==> src/rtl/spec_pkg.sv <==
// Shared widths, the transition-table entry layout and the driver mode encoding
// for the spec state-graph driver.
package spec_pkg;
  localparam int NIN     = 2;
  localparam int NOUT    = 2;
  localparam int NSTATES = 16;
  localparam int NTRANS  = 32;

  localparam int SW = $clog2(NSTATES);
  localparam int EW = $clog2(NTRANS + 2);
  localparam int GW = $clog2(NIN + NOUT);
  localparam int AW = $clog2(NTRANS);
  localparam int KW = (NOUT > 1) ? $clog2(NOUT) : 1;

  // Signal index space: 0..NIN-1 are circuit inputs, NIN..NIN+NOUT-1 are outputs.
  typedef struct packed {
    logic          valid;
    logic [SW-1:0] from;
    logic [GW-1:0] sig;
    logic          dir;
    logic [SW-1:0] to;
  } entry_t;

  localparam int ENTRY_W = $bits(entry_t);

  localparam logic [EW-1:0] IDLE_ENA = EW'(NTRANS);

  typedef enum logic {
    MODE_RUN  = 1'b0,
    MODE_VIOL = 1'b1
  } mode_e;
endpackage

==> src/rtl/spec_if.sv <==
// Bundle between the harness (master) and the spec driver (slave): table load
// port, transition request, and the circuit-facing drive/observe signals.
interface spec_if;
  import spec_pkg::*;

  // tbl_we is a plain strobe taken on posedge only while reset is high. ena is a
  // one-cycle request with no ready: a request that cannot fire is dropped, and
  // fired pulses in the following cycle only when it was applied.
  logic              tbl_we;
  logic [AW-1:0]     tbl_addr;
  entry_t            tbl_wdata;
  logic [EW-1:0]     ena;
  logic [NIN-1:0]    inputs_o;
  logic [NOUT-1:0]   outputs_i;
  logic [SW-1:0]     state_o;
  logic              fired;
  logic              violation;
  logic [GW-1:0]     viol_sig;

  modport master (
    output tbl_we, tbl_addr, tbl_wdata, ena, outputs_i,
    input  inputs_o, state_o, fired, violation, viol_sig
  );

  modport slave (
    input  tbl_we, tbl_addr, tbl_wdata, ena, outputs_i,
    output inputs_o, state_o, fired, violation, viol_sig
  );
endinterface

==> src/rtl/spec_table.sv <==
// Transition table: register file loaded during reset, an indexed read for the
// requested input transition and a priority scan for observed output edges.
module spec_table
  import spec_pkg::*;
(
  input  logic          clk,
  input  logic          reset,
  input  logic          tbl_we,
  input  logic [AW-1:0] tbl_addr,
  input  entry_t        tbl_wdata,
  input  logic [EW-1:0] ena,
  output entry_t        ena_entry,
  output logic          ena_in_range,
  input  logic [SW-1:0] scan_from,
  input  logic [GW-1:0] scan_sig,
  input  logic          scan_dir,
  output logic          scan_hit,
  output logic [SW-1:0] scan_to
);
  entry_t mem [NTRANS];

  // Contents deliberately have no reset so a loaded graph survives it.
  always_ff @(posedge clk) begin
    if (reset && tbl_we) begin
      mem[tbl_addr] <= tbl_wdata;
    end
  end

  always_comb begin
    ena_in_range = (ena < EW'(NTRANS));
    ena_entry    = mem[ena[AW-1:0]];
  end

  // Scan from the top so the last assignment made is the lowest matching index.
  always_comb begin
    scan_hit = 1'b0;
    scan_to  = '0;
    for (int i = NTRANS - 1; i >= 0; i--) begin
      if (mem[i].valid && (mem[i].from == scan_from) &&
          (mem[i].sig == scan_sig) && (mem[i].dir == scan_dir)) begin
        scan_hit = 1'b1;
        scan_to  = mem[i].to;
      end
    end
  end
endmodule

==> src/rtl/spec_driver.sv <==
// Spec-graph driver: fires allowed input transitions, follows observed output
// edges through the graph and latches the first illegal output movement.
module spec_driver
  import spec_pkg::*;
#(
  parameter logic [SW-1:0]  INIT_STATE = '0,
  parameter logic [NIN-1:0] INIT_IN    = '0
) (
  input  logic   clk,
  input  logic   reset,
  spec_if.slave  bus
);
  logic [NOUT-1:0] out_q;
  logic [SW-1:0]   state_q, state_n;
  logic [NIN-1:0]  in_q, in_n;
  logic            fired_q, fired_n;
  mode_e           mode_q, mode_n;
  logic [GW-1:0]   vsig_q, vsig_n;

  logic [NOUT-1:0] delta;
  logic [KW-1:0]   low_k;
  logic [GW-1:0]   scan_sig;
  logic            scan_dir;
  logic            scan_hit;
  logic [SW-1:0]   scan_to;
  entry_t          ent;
  logic            ena_in_range;
  logic            cur_bit;
  logic            ena_ok;

  spec_table u_table (
    .clk          (clk),
    .reset        (reset),
    .tbl_we       (bus.tbl_we),
    .tbl_addr     (bus.tbl_addr),
    .tbl_wdata    (bus.tbl_wdata),
    .ena          (bus.ena),
    .ena_entry    (ent),
    .ena_in_range (ena_in_range),
    .scan_from    (state_q),
    .scan_sig     (scan_sig),
    .scan_dir     (scan_dir),
    .scan_hit     (scan_hit),
    .scan_to      (scan_to)
  );

  assign delta = bus.outputs_i ^ out_q;

  // Lowest changed output; also the reported signal when several move at once.
  always_comb begin
    low_k = '0;
    for (int k = NOUT - 1; k >= 0; k--) begin
      if (delta[k]) low_k = KW'(k);
    end
  end

  assign scan_sig = GW'(NIN) + GW'(low_k);
  assign scan_dir = bus.outputs_i[low_k];

  always_comb begin
    cur_bit = 1'b0;
    for (int i = 0; i < NIN; i++) begin
      if (ent.sig == GW'(i)) cur_bit = in_q[i];
    end
    ena_ok = ena_in_range && ent.valid && (ent.from == state_q) &&
             (ent.sig < GW'(NIN)) && (ent.dir != cur_bit);
  end

  always_comb begin
    state_n = state_q;
    in_n    = in_q;
    fired_n = 1'b0;
    mode_n  = mode_q;
    vsig_n  = vsig_q;
    if (mode_q == MODE_RUN) begin
      if (delta != '0) begin
        if (($countones(delta) == 1) && scan_hit) begin
          state_n = scan_to;
        end else begin
          mode_n = MODE_VIOL;
          vsig_n = scan_sig;
        end
      end else if (ena_ok) begin
        for (int i = 0; i < NIN; i++) begin
          if (ent.sig == GW'(i)) in_n[i] = ent.dir;
        end
        state_n = ent.to;
        fired_n = 1'b1;
      end
    end
  end

  always_ff @(posedge clk) begin
    out_q <= bus.outputs_i;
    if (reset) begin
      state_q <= INIT_STATE;
      in_q    <= INIT_IN;
      fired_q <= 1'b0;
      mode_q  <= MODE_RUN;
      vsig_q  <= '0;
    end else begin
      state_q <= state_n;
      in_q    <= in_n;
      fired_q <= fired_n;
      mode_q  <= mode_n;
      vsig_q  <= vsig_n;
    end
  end

  assign bus.state_o   = state_q;
  assign bus.inputs_o  = in_q;
  assign bus.fired     = fired_q;
  assign bus.violation = (mode_q == MODE_VIOL);
  assign bus.viol_sig  = vsig_q;
endmodule

==> src/flat_wrapper.sv <==
// flat-port wrapper written by rule: the top's interface ports become plain ports
module spec_driver_flat import spec_pkg::*;
#(
  parameter logic [SW-1:0]  INIT_STATE = '0,
  parameter logic [NIN-1:0] INIT_IN    = '0
)
  (clk, reset, bus_tbl_we, bus_tbl_addr, bus_tbl_wdata, bus_ena, bus_outputs_i, bus_inputs_o, bus_state_o, bus_fired, bus_violation, bus_viol_sig);
  spec_if bus_i ();
  input  logic clk;
  input  logic reset;
  input wire logic [$bits(bus_i.tbl_we)-1:0] bus_tbl_we;
  input wire logic [$bits(bus_i.tbl_addr)-1:0] bus_tbl_addr;
  input wire logic [$bits(bus_i.tbl_wdata)-1:0] bus_tbl_wdata;
  input wire logic [$bits(bus_i.ena)-1:0] bus_ena;
  input wire logic [$bits(bus_i.outputs_i)-1:0] bus_outputs_i;
  output wire logic [$bits(bus_i.inputs_o)-1:0] bus_inputs_o;
  output wire logic [$bits(bus_i.state_o)-1:0] bus_state_o;
  output wire logic [$bits(bus_i.fired)-1:0] bus_fired;
  output wire logic [$bits(bus_i.violation)-1:0] bus_violation;
  output wire logic [$bits(bus_i.viol_sig)-1:0] bus_viol_sig;
  assign bus_i.tbl_we = bus_tbl_we;
  assign bus_i.tbl_addr = bus_tbl_addr;
  assign bus_i.tbl_wdata = bus_tbl_wdata;
  assign bus_i.ena = bus_ena;
  assign bus_i.outputs_i = bus_outputs_i;
  assign bus_inputs_o = bus_i.inputs_o;
  assign bus_state_o = bus_i.state_o;
  assign bus_fired = bus_i.fired;
  assign bus_violation = bus_i.violation;
  assign bus_viol_sig = bus_i.viol_sig;
  spec_driver #(.INIT_STATE(INIT_STATE), .INIT_IN(INIT_IN)) u_core (.clk(clk), .reset(reset), .bus(bus_i));
endmodule
==> config.mk <==
export PLATFORM = sky130hd
export DESIGN_NAME = spec_driver_flat
export DESIGN_NICKNAME = d
export VERILOG_FILES = /design/src/rtl/spec_pkg.sv /design/src/rtl/spec_if.sv /design/src/rtl/spec_table.sv /design/src/rtl/spec_driver.sv /design/src/flat_wrapper.sv
export SDC_FILE = /design/constraint.sdc
export NUM_CORES = 1
export LEC_CHECK = 0
export CAP_MARGIN = 15
export CORE_MARGIN = 1.5
export CORE_UTILIZATION = 50
export DETAILED_ROUTE_END_ITERATION = 8
export PLACE_DENSITY = 0.66
export SYNTH_ARGS = -nofsm -noshare
export SYNTH_HDL_FRONTEND = slang
export SYNTH_SLANG_ARGS = --single-unit
==> constraint.sdc <==
create_clock -name clk -period 12.88 [get_ports clk]
set_clock_uncertainty 0.2 [all_clocks]
set_input_delay 3.864 -clock clk [delete_from_list [all_inputs] [get_ports clk]]
set_output_delay 3.864 -clock clk [all_outputs]
set_load 0.05 [all_outputs]
==> out/summary.log, run 1 <==
INFO  clock_network  cts_tree=yes
INFO  global_routing grtUsageTotal=27.3%
INFO  clock_network  insertion_delay=570ps
INFO  sta            finalMaxSlewViolations=0
INFO  worst_setup_path crit_type=in -> reg
INFO  worst_setup_path cp_cell_sequence=clkdlybuf4s50_1, xor2_1, ha_2, buf_4, mux2i_4, buf_4, xnor2_1, nor3_1, or2_2, o211ai_1, o211a_1, a2111oi_0, a2111oi_0, a21o_1
INFO  place          preCtsSetupSlack=3870ps
INFO  flow_run       cap_viol_max_count=0
INFO  drt            drt_pre_antenna_iters=5
INFO  finish         final-seq-area=11800um2
INFO  power_and_ir_drop leakage=0.00715uW
INFO  place          place.port_buffers=37
INFO  outcome        outcome=finished, final reports clean
INFO  floorplan      floorplan.initialDensity=50.8%
INFO  yosys          yosys-top-cells-area=sky130_fd_sc_hd__edfxtp_1 (59%), sky130_fd_sc_hd__mux4_2 (12%), sky130_fd_sc_hd__xnor2_1 (5.3%), sky130_fd_sc_hd__xor2_1 (3.4%), sky130_fd_sc_hd__nor2_1 (1.3%)
INFO  drt            routed_wl=54000um
INFO  sta            fmax=116MHz
INFO  clock_network  postCtsResizedCells=0
INFO  yosys          post_synth_instance_area=19600um2
INFO  sta            min_period_over_period=66.7%
INFO  global_routing grt_pass1_vias=12133
INFO  yosys          post_synth.cell_area_avg=15.2um2
INFO  floorplan      design.die.area=40400um2
INFO  floorplan      die_height=201um
INFO  finish         multi_input_area=7390um2
INFO  sta            setup_repair_after_global_routing_missed_its_margin=no
INFO  finish         share_of_the_core_filled_with_cells=56.9%
INFO  clock_network  htree_num_levels=2
INFO  worst_setup_path critical-path-slowest-cell=sky130_fd_sc_hd__nor3_1
INFO  power_and_ir_drop vdd.ir_drop.worst=89.6uV
INFO  sta            worst_slew_pin_slew=1140ps
INFO  yosys          synth-seq-cells=396
INFO  sta            max_slew_margin=23.9%
INFO  worst_setup_path worst_setup_path_start_kind=input port
INFO  power_and_ir_drop power.density_cell_area=128nW/um2
INFO  finish         layout.nets=1381
INFO  yosys          dominantRegCellSynth=sky130_fd_sc_hd__edfxtp_1
INFO  worst_setup_path timing.critical_path.arrival=8830ps
INFO  place          hpwlAfterDp=37900um
INFO  global_routing grt_pass1_wl=80400um
INFO  sta            period_needed=8590ps
INFO  global_routing antenna_violations_before_repair=3
INFO  clock_network  max-clock-path-buffers=3
INFO  yosys          synth.distinct_cells=84
INFO  clock_network  numCtsBuffers=43
INFO  place          gpl.final_weighted_congestion=0.956
INFO  worst_setup_path worst_ep_required_time=13130ps
INFO  floorplan      floorplan.rows=72
INFO  sta            setup-tns-final=0ps
INFO  yosys          synth.net_count=1317
INFO  drt            drc=0
INFO  drt            ant_nets=0
INFO  yosys          post-synth-top-area-cell=sky130_fd_sc_hd__edfxtp_1
INFO  power_and_ir_drop post-layout-total-power=2820uW
INFO  finish         area_growth_syn_to_layout=12.1%
INFO  global_routing grt_start_max_net_pins=46
INFO  clock_network  post-cts-setup-buffers=0
INFO  finish         drive_above_1_share=18.3%
INFO  yosys          synth_cells=1287
INFO  global_routing globalRoute.totalOverflow=0
INFO  finish         n_fill_cell=3011
INFO  drt            number_of_drc_markers_in_iteration_0=1187
INFO  floorplan      design.portCount=38
INFO  sta            setup_slack=4290ps
INFO  clock_network  cts_root_buffer=sky130_fd_sc_hd__clkbuf_16
INFO  floorplan      fp.dieW=201um
INFO  yosys          synth-edff-count=384
INFO  drt            detail_route.wl_per_cell=28.5um
INFO  finish         postLayoutCellArea=22000um2
INFO  place          postPlaceCellArea=20600um2
INFO  drt            vias_per_cell=6.35
INFO  worst_setup_path critPathCaptureType=flop
INFO  yosys          ys_warnings=0
INFO  yosys          share_of_the_synthesized_area_in_the_top_cell_type=58.8%
INFO  floorplan      fp.coreArea=38600um2
INFO  hold_path      hold_path.class=reg -> reg
INFO  yosys          synth_sequential_area_ratio=60.0%
INFO  sta            setup-violations-final=0
INFO  drt            vias=12061
INFO  clock_network  cts.sink_count=396
INFO  sta            report.final.hold_viol_count=0
INFO  clock_network  path_clk_slew=60ps
INFO  worst_setup_path path_max_fanout=35
INFO  worst_setup_path cp_slowest_stage_delay=720ps
INFO  yosys          synth-async-reset-ratio=0%
INFO  clock_network  postCtsHoldBufs=0
==> path summary, 6_finish.rpt <==
check / cells past startpoint / slack (ps) / start / endpoint
setup / recovery: 14 / 4290 / bus_outputs_i[1] / u_core.bus.state_o[3]$_SDFFE_PP0P_
hold / removal: 2 / 300 / u_core.bus.inputs_o[0]$_SDFFE_PP0P_ / u_core.bus.inputs_o[0]$_SDFFE_PP0P_
hold reg to reg: 2 / 300 / u_core.bus.inputs_o[0]$_SDFFE_PP0P_ / u_core.bus.inputs_o[0]$_SDFFE_PP0P_
setup reg to reg: 13 / 7810 / u_core.out_q[0]$_DFF_P_ / u_core.bus.state_o[3]$_SDFFE_PP0P_
==> cells by family after synthesis <==
group / count (synthesis) / share of synthesized area, %
adders and majority gates: 2 / 0.128
xor gates and xnor gates: 195 / 8.71
AOI/OAI and AO/OA: 132 / 5.01
buffers and inverters: 88 / 2.32
and+or+nand+nor: 339 / 9.94
DFF: 396 / 60.0
muxes: 135 / 13.9
==> where the power goes <==
group,switching (uW),internal [uW]
Combinational,125,83.7
Clock,500,682
Sequential,7.28,1420
==> cell usage in the layout (no fill, tap or decap), drive strengths merged, types with 6 or more instances in the layout <==
master         count
nor2              66
nor3b              7
xor2              76
mux2i             21
clkbuf            57
nand2             46
nor2b             10
buf               51
or3                9
clkdlybuf4s50     34
mux4             108
a211oi             8
o21ai             21
o211ai             8
nand4             22
nor4              32
nand3b            10
xnor2            119
inv               25
nor3              24
dfxtp             12
a22oi              6
o22ai              6
mux2               6
nand2b             9
a21oi             16
clkinv             7
edfxtp           384
nand3             47
and3              23
==> state kept, by name (all words and copies together) (netlist names) <==
name and flops:
u_core.bus.state_o 4, u_core.bus.viol_sig 2, u_core.u_table.mem 384, u_core.bus.inputs_o 2, u_core.bus.violation 1, u_core.out_q 2, u_core.bus.fired 1
==> metrics by stage <==
stage / std cells / hold WS, ps
after global placement: 1820 / 259
after global routing: 1898 / 315
final: 1899 / 298
after CTS: 1894 / 291
after floorplan: 1287 / 384
after detailed placement: 1820 / 281
==> worst max-delay path, delay by kind of cell <==
kind	cells	cell delay, ps
mux	1	320
compound gates	5	1500
xor+xnor	2	340
simple gates	2	1020
buf+inv	3	1550
fa+ha+maj	1	190
==> Yosys cell counts, types with 7 or more instances <==
library cell / n
sky130_fd_sc_hd__a211oi_1: 7
sky130_fd_sc_hd__a21oi_1: 16
sky130_fd_sc_hd__and3_1: 23
sky130_fd_sc_hd__buf_1: 8
sky130_fd_sc_hd__buf_2: 31
sky130_fd_sc_hd__buf_4: 14
sky130_fd_sc_hd__clkbuf_1: 10
sky130_fd_sc_hd__dfxtp_1: 12
sky130_fd_sc_hd__edfxtp_1: 384
sky130_fd_sc_hd__inv_1: 21
sky130_fd_sc_hd__mux2i_1: 20
sky130_fd_sc_hd__mux4_2: 108
sky130_fd_sc_hd__nand2_1: 46
sky130_fd_sc_hd__nand2b_1: 9
sky130_fd_sc_hd__nand3_1: 47
sky130_fd_sc_hd__nand3b_1: 10
sky130_fd_sc_hd__nand4_1: 21
sky130_fd_sc_hd__nor2_1: 66
sky130_fd_sc_hd__nor2b_1: 10
sky130_fd_sc_hd__nor3_1: 15
sky130_fd_sc_hd__nor4_1: 29
sky130_fd_sc_hd__o211ai_1: 8
sky130_fd_sc_hd__o21ai_0: 19
sky130_fd_sc_hd__or3_1: 9
sky130_fd_sc_hd__xnor2_1: 119
sky130_fd_sc_hd__xor2_1: 76
==> layout make-up <==
class	instances	share of cell area, %
flip-flops and latches	396	53.6
multi-input cells	803	33.6
clock buffers	56	5.16
repair buffers	86	3.52
well taps	518	2.95
clock inverters	18	0.836
inverters	21	0.358
diodes	1	0.0114
==> layer usage <==
layer	vias up	global-route usage (%)	wire length, um
met4	0	8.14	1570
li1	5236	-	-
met3	81	5.49	4100
met2	526	44.0	26100
met1	6218	37.6	22200
met5	-	0	0
No activity file was read; power rests on OpenSTA's default activity.
==> run 2, diff against run 1 <==
Settings changed: PLACE_DENSITY 0.66 to 0.69.
Clock period 12.88 ns to 7.75 ns, I/O delays scaled along.
==> out/summary.log, run 2 (synthesis results as in run 1) <==
INFO  finish         largest_register_ff_count=384 [unchanged]
INFO  clock_network  htree_num_levels=2 [unchanged]
INFO  drt            routed_wl=53700um [-0.57%]
INFO  sta            setup-violations-final=0 [unchanged]
INFO  clock_network  postCtsHoldBufs=0 [unchanged]
INFO  floorplan      floorplan.rows=72 [unchanged]
INFO  floorplan      design.portCount=38 [unchanged]
INFO  finish         layout.cells.most_common=sky130_fd_sc_hd__edfxtp_1
INFO  global_routing globalRoute.totalOverflow=0 [unchanged]
INFO  sta            period_needed=6410ps
INFO  drt            ant_nets=0 [unchanged]
INFO  worst_setup_path timing.critical_path.arrival=6730ps [-2100 ps]
INFO  drt            number_of_drc_markers_in_iteration_0=1668 [+41%]
INFO  clock_network  post-cts-setup-buffers=0 [unchanged]
INFO  clock_network  max-clock-path-buffers=3 [unchanged]
INFO  global_routing antenna_violations_before_repair=0 [-3]
INFO  finish         drive_above_1_share=19.4% [+1.1 points]
INFO  sta            setup-tns-final=0ps [unchanged]
INFO  worst_setup_path regToRegStartpoint=u_core.out_q[1]$_DFF_P_
INFO  drt            vias=12321 [+2.2%]
INFO  hold_path      worst_hold_path.num_cells=2 [unchanged]
INFO  finish         postLayoutCellArea=22200um2 [+0.93%]
INFO  floorplan      fp.coreArea=38600um2 [unchanged]
INFO  floorplan      die_height=201um [unchanged]
INFO  floorplan      fp.dieW=201um [unchanged]
INFO  clock_network  path_clk_slew=70ps [about the same]
INFO  finish         largest_register_by_flop_count=u_core.u_table.mem
INFO  sta            setup_repair_after_global_routing_missed_its_margin=no
INFO  place          place.port_buffers=37 [unchanged]
INFO  sta            worst_slew_pin_slew=1150ps [+14.2 ps]
INFO  clock_network  cts.sink_count=396 [unchanged]
INFO  clock_network  numCtsBuffers=43 [unchanged]
INFO  clock_network  insertion_delay=580ps [about the same]
INFO  flow_run       cap_viol_max_count=0 [unchanged]
INFO  place          gpl.final_weighted_congestion=0.939 [-1.7%]
INFO  drt            drt_pre_antenna_iters=5 [unchanged]
INFO  hold_path      hold-path-endpoint=u_core.bus.viol_sig[1]$_SDFFE_PP0P_
INFO  global_routing grtUsageTotal=26.9% [-0.34 points]
INFO  worst_setup_path worst_ep_required_time=8070ps [-5060 ps]
INFO  power_and_ir_drop vdd.ir_drop.worst=187uV [+110%]
INFO  worst_setup_path r2r.worst_path.cells=12 [-1]
INFO  clock_network  cts_tree=yes
INFO  worst_setup_path r2r_slack=3370ps [-4440 ps]
INFO  finish         final-seq-area=11800um2 [unchanged]
INFO  drt            vias_per_cell=6.42 [+1.1%]
INFO  sta            report.final.hold_viol_count=0 [unchanged]
INFO  drt            drc=0 [unchanged]
INFO  worst_setup_path timing.rr.end=u_core.bus.state_o[3]$_SDFFE_PP0P_
INFO  worst_setup_path path_max_fanout=13 [-63%]
INFO  finish         n_fill_cell=2955 [-1.9%]
INFO  finish         multi_input_area=7390um2 [unchanged]
INFO  floorplan      floorplan.initialDensity=50.8% [unchanged]
INFO  finish         most-common-layout-cells=sky130_fd_sc_hd__edfxtp_1 (384), sky130_fd_sc_hd__xnor2_1 (119), sky130_fd_sc_hd__mux4_2 (108), sky130_fd_sc_hd__xor2_1 (76), sky130_fd_sc_hd__nor2_1 (66)
INFO  hold_path      hold_path_startpoint=u_core.bus.viol_sig[1]$_SDFFE_PP0P_
INFO  global_routing grt_pass1_wl=79400um [-1.2%]
INFO  floorplan      design.die.area=40400um2 [unchanged]
INFO  sta            min_period_over_period=82.7%
INFO  sta            finalMaxSlewViolations=0 [unchanged]
INFO  sta            fmax=156MHz
INFO  outcome        outcome=finished, final reports clean
INFO  power_and_ir_drop power.density_cell_area=212nW/um2 [+65%]
INFO  drt            detail_route.wl_per_cell=28.0um [-1.6%]
INFO  global_routing grt_start_max_net_pins=46 [unchanged]
INFO  global_routing grt_pass1_vias=12100 [-0.27%]
INFO  clock_network  cts_root_buffer=sky130_fd_sc_hd__clkbuf_16
INFO  sta            max_slew_margin=22.9% [-0.99 points]
INFO  place          postPlaceCellArea=20700um2 [+0.62%]
INFO  worst_setup_path worst_setup_path_start_kind=input port
INFO  finish         diode_count=0 [-1]
INFO  power_and_ir_drop leakage=0.00729uW [+1.9%]
INFO  hold_path      hold_path.class=reg -> reg
INFO  finish         area_growth_syn_to_layout=13.1%
INFO  place          hpwlAfterDp=37600um [-0.81%]
INFO  worst_setup_path critPathCaptureType=flop
INFO  finish         layout.nets=1396 [+1.1%]
INFO  worst_setup_path crit_type=in -> reg
INFO  clock_network  postCtsResizedCells=0 [unchanged]
[run 2: worst max-delay path: stages]
cell and delay, ps:
sky130_fd_sc_hd__clkdlybuf4s50_1 570, sky130_fd_sc_hd__xor2_1 240, sky130_fd_sc_hd__ha_2 530, sky130_fd_sc_hd__buf_4 370, sky130_fd_sc_hd__nor2b_1 80, sky130_fd_sc_hd__a2111o_1 300, sky130_fd_sc_hd__nor4_1 910, sky130_fd_sc_hd__or4_4 300
sky130_fd_sc_hd__nor4_2 50, sky130_fd_sc_hd__a41oi_2 320, sky130_fd_sc_hd__a22oi_2 170, sky130_fd_sc_hd__a2111oi_0 410, sky130_fd_sc_hd__a21o_1 130
[run 2: per-stage QoR]
| step | hold WS [ps] | total power, uW | setup slack (ps) | util, % | cells |
|---|---|---|---|---|---|
| after detailed placement | 270 | 2770 | 861 | 53.6 | 1832 |
| after floorplan | 384 | 2640 | 2280 | - | 1287 |
| final | 284 | 4710 | 1340 | 57.4 | 1919 |
| after global placement | 263 | 2760 | 913 | 53.6 | 1832 |
| after global routing | 350 | 4830 | 1150 | 57.4 | 1919 |
| after CTS | 282 | 4730 | 1470 | 57.1 | 1912 |
[run 2: area by class of cell]
cell class | count | area share [%]
timing repair buffer | 101 | 4.34
clock inverter | 22 | 0.739
tap | 518 | 2.92
clock buffer | 58 | 5.28
inverter | 21 | 0.355
multi-input combinational | 803 | 33.3
sequential | 396 | 53.1
[run 2: per-layer routing]
| layer | part of all wire, % | global-route usage [%] |
|---|---|---|
| met3 | 9.1 | 5.03 |
| met2 | 48 | 43.0 |
| met5 | 0 | 0 |
| met4 | 3.0 | 9.40 |
| met1 | 40 | 37.2 |
[run 2: worst max-delay path by stage]
stage	cells past startpoint	endpoint	slack, ps	startpoint
global placement	13	u_core.bus.state_o[3]$_SDFFE_PP0P_	910	bus_outputs_i[1]
detailed placement	13	u_core.bus.state_o[3]$_SDFFE_PP0P_	860	bus_outputs_i[1]
floorplan	14	u_core.bus.state_o[2]$_SDFFE_PP0P_	2280	bus_outputs_i[0]
finish	13	u_core.bus.state_o[3]$_SDFFE_PP0P_	1340	bus_outputs_i[1]
CTS	13	u_core.bus.state_o[3]$_SDFFE_PP0P_	1470	bus_outputs_i[1]
global route	13	u_core.bus.state_o[3]$_SDFFE_PP0P_	1150	bus_outputs_i[1]
[run 2: power by group]
group	internal, uW	total [uW]	switching [uW]
Sequential	2360	2380	11.0
Clock	1130	1980	848
Combinational	148	357	209
Total	3640	4710	1070
==> run 3, diff against run 2 <==
Clock period 7.75 ns to 5.3 ns, I/O delays scaled along.
==> out/summary.log, run 3 (synthesis results as in run 1) <==
INFO  clock_network  post-cts-setup-buffers=0 [unchanged]
INFO  clock_network  insertion_delay=580ps [about the same]
INFO  power_and_ir_drop pwr-share-comb=8.3% [+0.7 points]
INFO  finish         largest_register_ff_count=384 [unchanged]
INFO  floorplan      die_height=201um [unchanged]
INFO  power_and_ir_drop post-layout-total-power=6830uW [+45%]
INFO  clock_network  numCtsBuffers=43 [unchanged]
INFO  clock_network  postCtsResizedCells=0 [unchanged]
INFO  place          dp_cells=1943 [+6.1%]
INFO  global_routing globalRoute.totalOverflow=0 [unchanged]
INFO  power_and_ir_drop power_switching_share=23.0% [+0.28 points]
INFO  finish         drive_above_1_share=24.6% [+5.1 points]
INFO  global_routing antenna_violations_before_repair=0 [unchanged]
INFO  worst_setup_path worst_ep_required_time=5550ps [-2520 ps]
INFO  global_routing grt_start_max_net_pins=43 [-6.5%]
INFO  worst_setup_path cp_cell_sequence=clkdlybuf4s50_1, xor2_1, ha_2, buf_4, buf_4, xnor2_1, nand4_1, nor3_1, or2_2, o211ai_1, o211a_1, a2111oi_0, buf_4, a2111oi_0, a21o_1
INFO  sta            min_period_over_period=95.4%
INFO  floorplan      design.portCount=38 [unchanged]
INFO  global_routing grt_pass1_wl=82500um [+4.0%]
INFO  drt            ant_nets=0 [unchanged]
INFO  hold_path      hold_path.class=reg -> reg
INFO  drt            routed_wl=55800um [+3.9%]
INFO  power_and_ir_drop vdd.ir_drop.worst=243uV [+30%]
INFO  finish         largest_register_by_flop_count=u_core.u_table.mem
INFO  drt            drt_pre_antenna_iters=5 [unchanged]
INFO  finish         layout.cells.non_filler=2021 [+5.3%]
INFO  floorplan      design.die.area=40400um2 [unchanged]
INFO  place          gpl.final_weighted_congestion=0.948 [+0.97%]
INFO  finish         layout.nets=1503 [+7.7%]
INFO  clock_network  path_clk_slew=60ps [about the same]
INFO  finish         most-common-layout-cells=sky130_fd_sc_hd__edfxtp_1 (384), sky130_fd_sc_hd__buf_4 (163), sky130_fd_sc_hd__xnor2_1 (119), sky130_fd_sc_hd__mux4_2 (108), sky130_fd_sc_hd__xor2_1 (76)
INFO  worst_setup_path worst_setup_path_start_kind=input port
INFO  power_and_ir_drop power.density_cell_area=298nW/um2 [+40%]
INFO  clock_network  cts.sink_count=396 [unchanged]
INFO  sta            setup-tns-final=0ps [unchanged]
INFO  floorplan      floorplan.rows=72 [unchanged]
INFO  global_routing grt_pass1_vias=12692 [+4.9%]
INFO  floorplan      fp.dieW=201um [unchanged]
INFO  clock_network  cts_root_buffer=sky130_fd_sc_hd__clkbuf_16
INFO  clock_network  postCtsHoldBufs=0 [unchanged]
INFO  worst_setup_path cp_slowest_stage_delay=570ps [-340 ps]
INFO  power_and_ir_drop leakage=0.00777uW [+6.6%]
INFO  global_routing grtUsageTotal=28.0% [+1.1 points]
INFO  power_and_ir_drop p_int=5260uW [+44%]
INFO  finish         final-seq-area=11800um2 [unchanged]
INFO  sta            setup_repair_after_global_routing_missed_its_margin=no
INFO  drt            vias_per_cell=6.27 [-2.4%]
INFO  clock_network  htree_num_levels=2 [unchanged]
INFO  clock_network  max-clock-path-buffers=3 [unchanged]
INFO  sta            finalMaxSlewViolations=0 [unchanged]
INFO  outcome        outcome=finished, final reports clean
INFO  finish         layout.cells.most_common=sky130_fd_sc_hd__edfxtp_1
INFO  worst_setup_path critical-path-slowest-cell=sky130_fd_sc_hd__a2111oi_0
INFO  power_and_ir_drop p_seq_share=50.9% [+0.5 points]
INFO  flow_run       cap_viol_max_count=0 [unchanged]
INFO  worst_setup_path timing.critical_path.arrival=5310ps [-1420 ps]
INFO  drt            vias=12667 [+2.8%]
INFO  worst_setup_path crit_type=in -> reg
INFO  finish         multi_input_area=7390um2 [unchanged]
INFO  worst_setup_path critPathCaptureType=flop
INFO  floorplan      fp.coreArea=38600um2 [unchanged]
INFO  place          hpwlAfterDp=39900um [+6.0%]
INFO  sta            worst_slew_pin_slew=1040ps [-116 ps]
INFO  drt            drc=0 [unchanged]
INFO  finish         diode_count=0 [unchanged]
INFO  finish         area_growth_syn_to_layout=16.9%
INFO  sta            max_slew_margin=30.7% [+7.8 points]
INFO  drt            detail_route.wl_per_cell=27.6um [-1.4%]
INFO  power_and_ir_drop p_sw=1570uW [+47%]
INFO  clock_network  cts_tree=yes
INFO  drt            number_of_drc_markers_in_iteration_0=1516 [-9.1%]
INFO  place          place.port_buffers=37 [unchanged]
INFO  sta            fmax=198MHz
INFO  power_and_ir_drop clkPwrFrac=40.7% [-1.3 points]
INFO  finish         n_fill_cell=2965 [+0.34%]
INFO  sta            hold_ws=296ps [+11.9 ps]
INFO  sta            setup-violations-final=0 [unchanged]
INFO  floorplan      floorplan.initialDensity=50.8% [unchanged]
INFO  sta            period_needed=5060ps
INFO  sta            report.final.hold_viol_count=0 [unchanged]
INFO  worst_setup_path crit_path_frequent_cell=sky130_fd_sc_hd__buf_4
INFO  worst_setup_path path_max_fanout=9 [-4]
==> run 3: final timing paths <==
| kind | startpoint | end | slack [ps] | cells after the start |
|---|---|---|---|---|
| hold reg to reg | u_core.bus.inputs_o[0]$_SDFFE_PP0P_ | u_core.bus.inputs_o[0]$_SDFFE_PP0P_ | 300 | 2 |
| setup reg to reg | u_core.bus.state_o[2]$_SDFFE_PP0P_ | u_core.bus.state_o[1]$_SDFFE_PP0P_ | 1370 | 11 |
| setup / recovery | bus_outputs_i[1] | u_core.bus.state_o[3]$_SDFFE_PP0P_ | 240 | 15 |
| hold / removal | u_core.bus.inputs_o[0]$_SDFFE_PP0P_ | u_core.bus.inputs_o[0]$_SDFFE_PP0P_ | 300 | 2 |
==> run 3: power groups by stage <==
stage          sequential (uW)  combinational (uW)  clock [uW]
6_report                  3480                 568        2780
5_1_grt                   3480                 599        2920
4_1_cts                   3480                 557        2810
3_5_place_dp              3540                 555           0
3_3_place_gp              3540                 548           0
2_1_floorplan             3540                 311           0
==> run 3: layer usage <==
metal / track usage, % / vias up / wire, um / share of wire [%]
li1: - / 5467 / - / -
met1: 39.2 / 6452 / 23000 / 41
met2: 45.1 / 652 / 26700 / 48
met3: 3.85 / 96 / 4400 / 7.9
met4: 9.91 / 0 / 1750 / 3.1
met5: 0 / - / 0 / 0
==> run 3: layout make-up <==
| class | instances | area share [%] |
|---|---|---|
| timing repair buffer | 208 | 7.77 |
| multi-input combinational | 803 | 32.2 |
| tap | 518 | 2.83 |
| clock buffer | 56 | 4.95 |
| sequential | 396 | 51.4 |
| inverter | 21 | 0.344 |
| clock inverter | 19 | 0.502 |
==> run 3: worst max-delay path: cells and delay by family <==
kind            cells  cell delay, ps
simple gates        3             740
fa+ha+maj           1             270
xor+xnor            2             340
compound gates      5            1160
buf+inv             4            1190
==> run 3: metrics by stage <==
stage               util [%]  worst slack, ps  instance area, um2
floorplan                  -              565               19600
global placement        55.9             -265               21600
detailed placement      55.9             -252               21600
CTS                     59.1              320               22800
global route            59.3             44.7               22900
finish                  59.3              242               22900
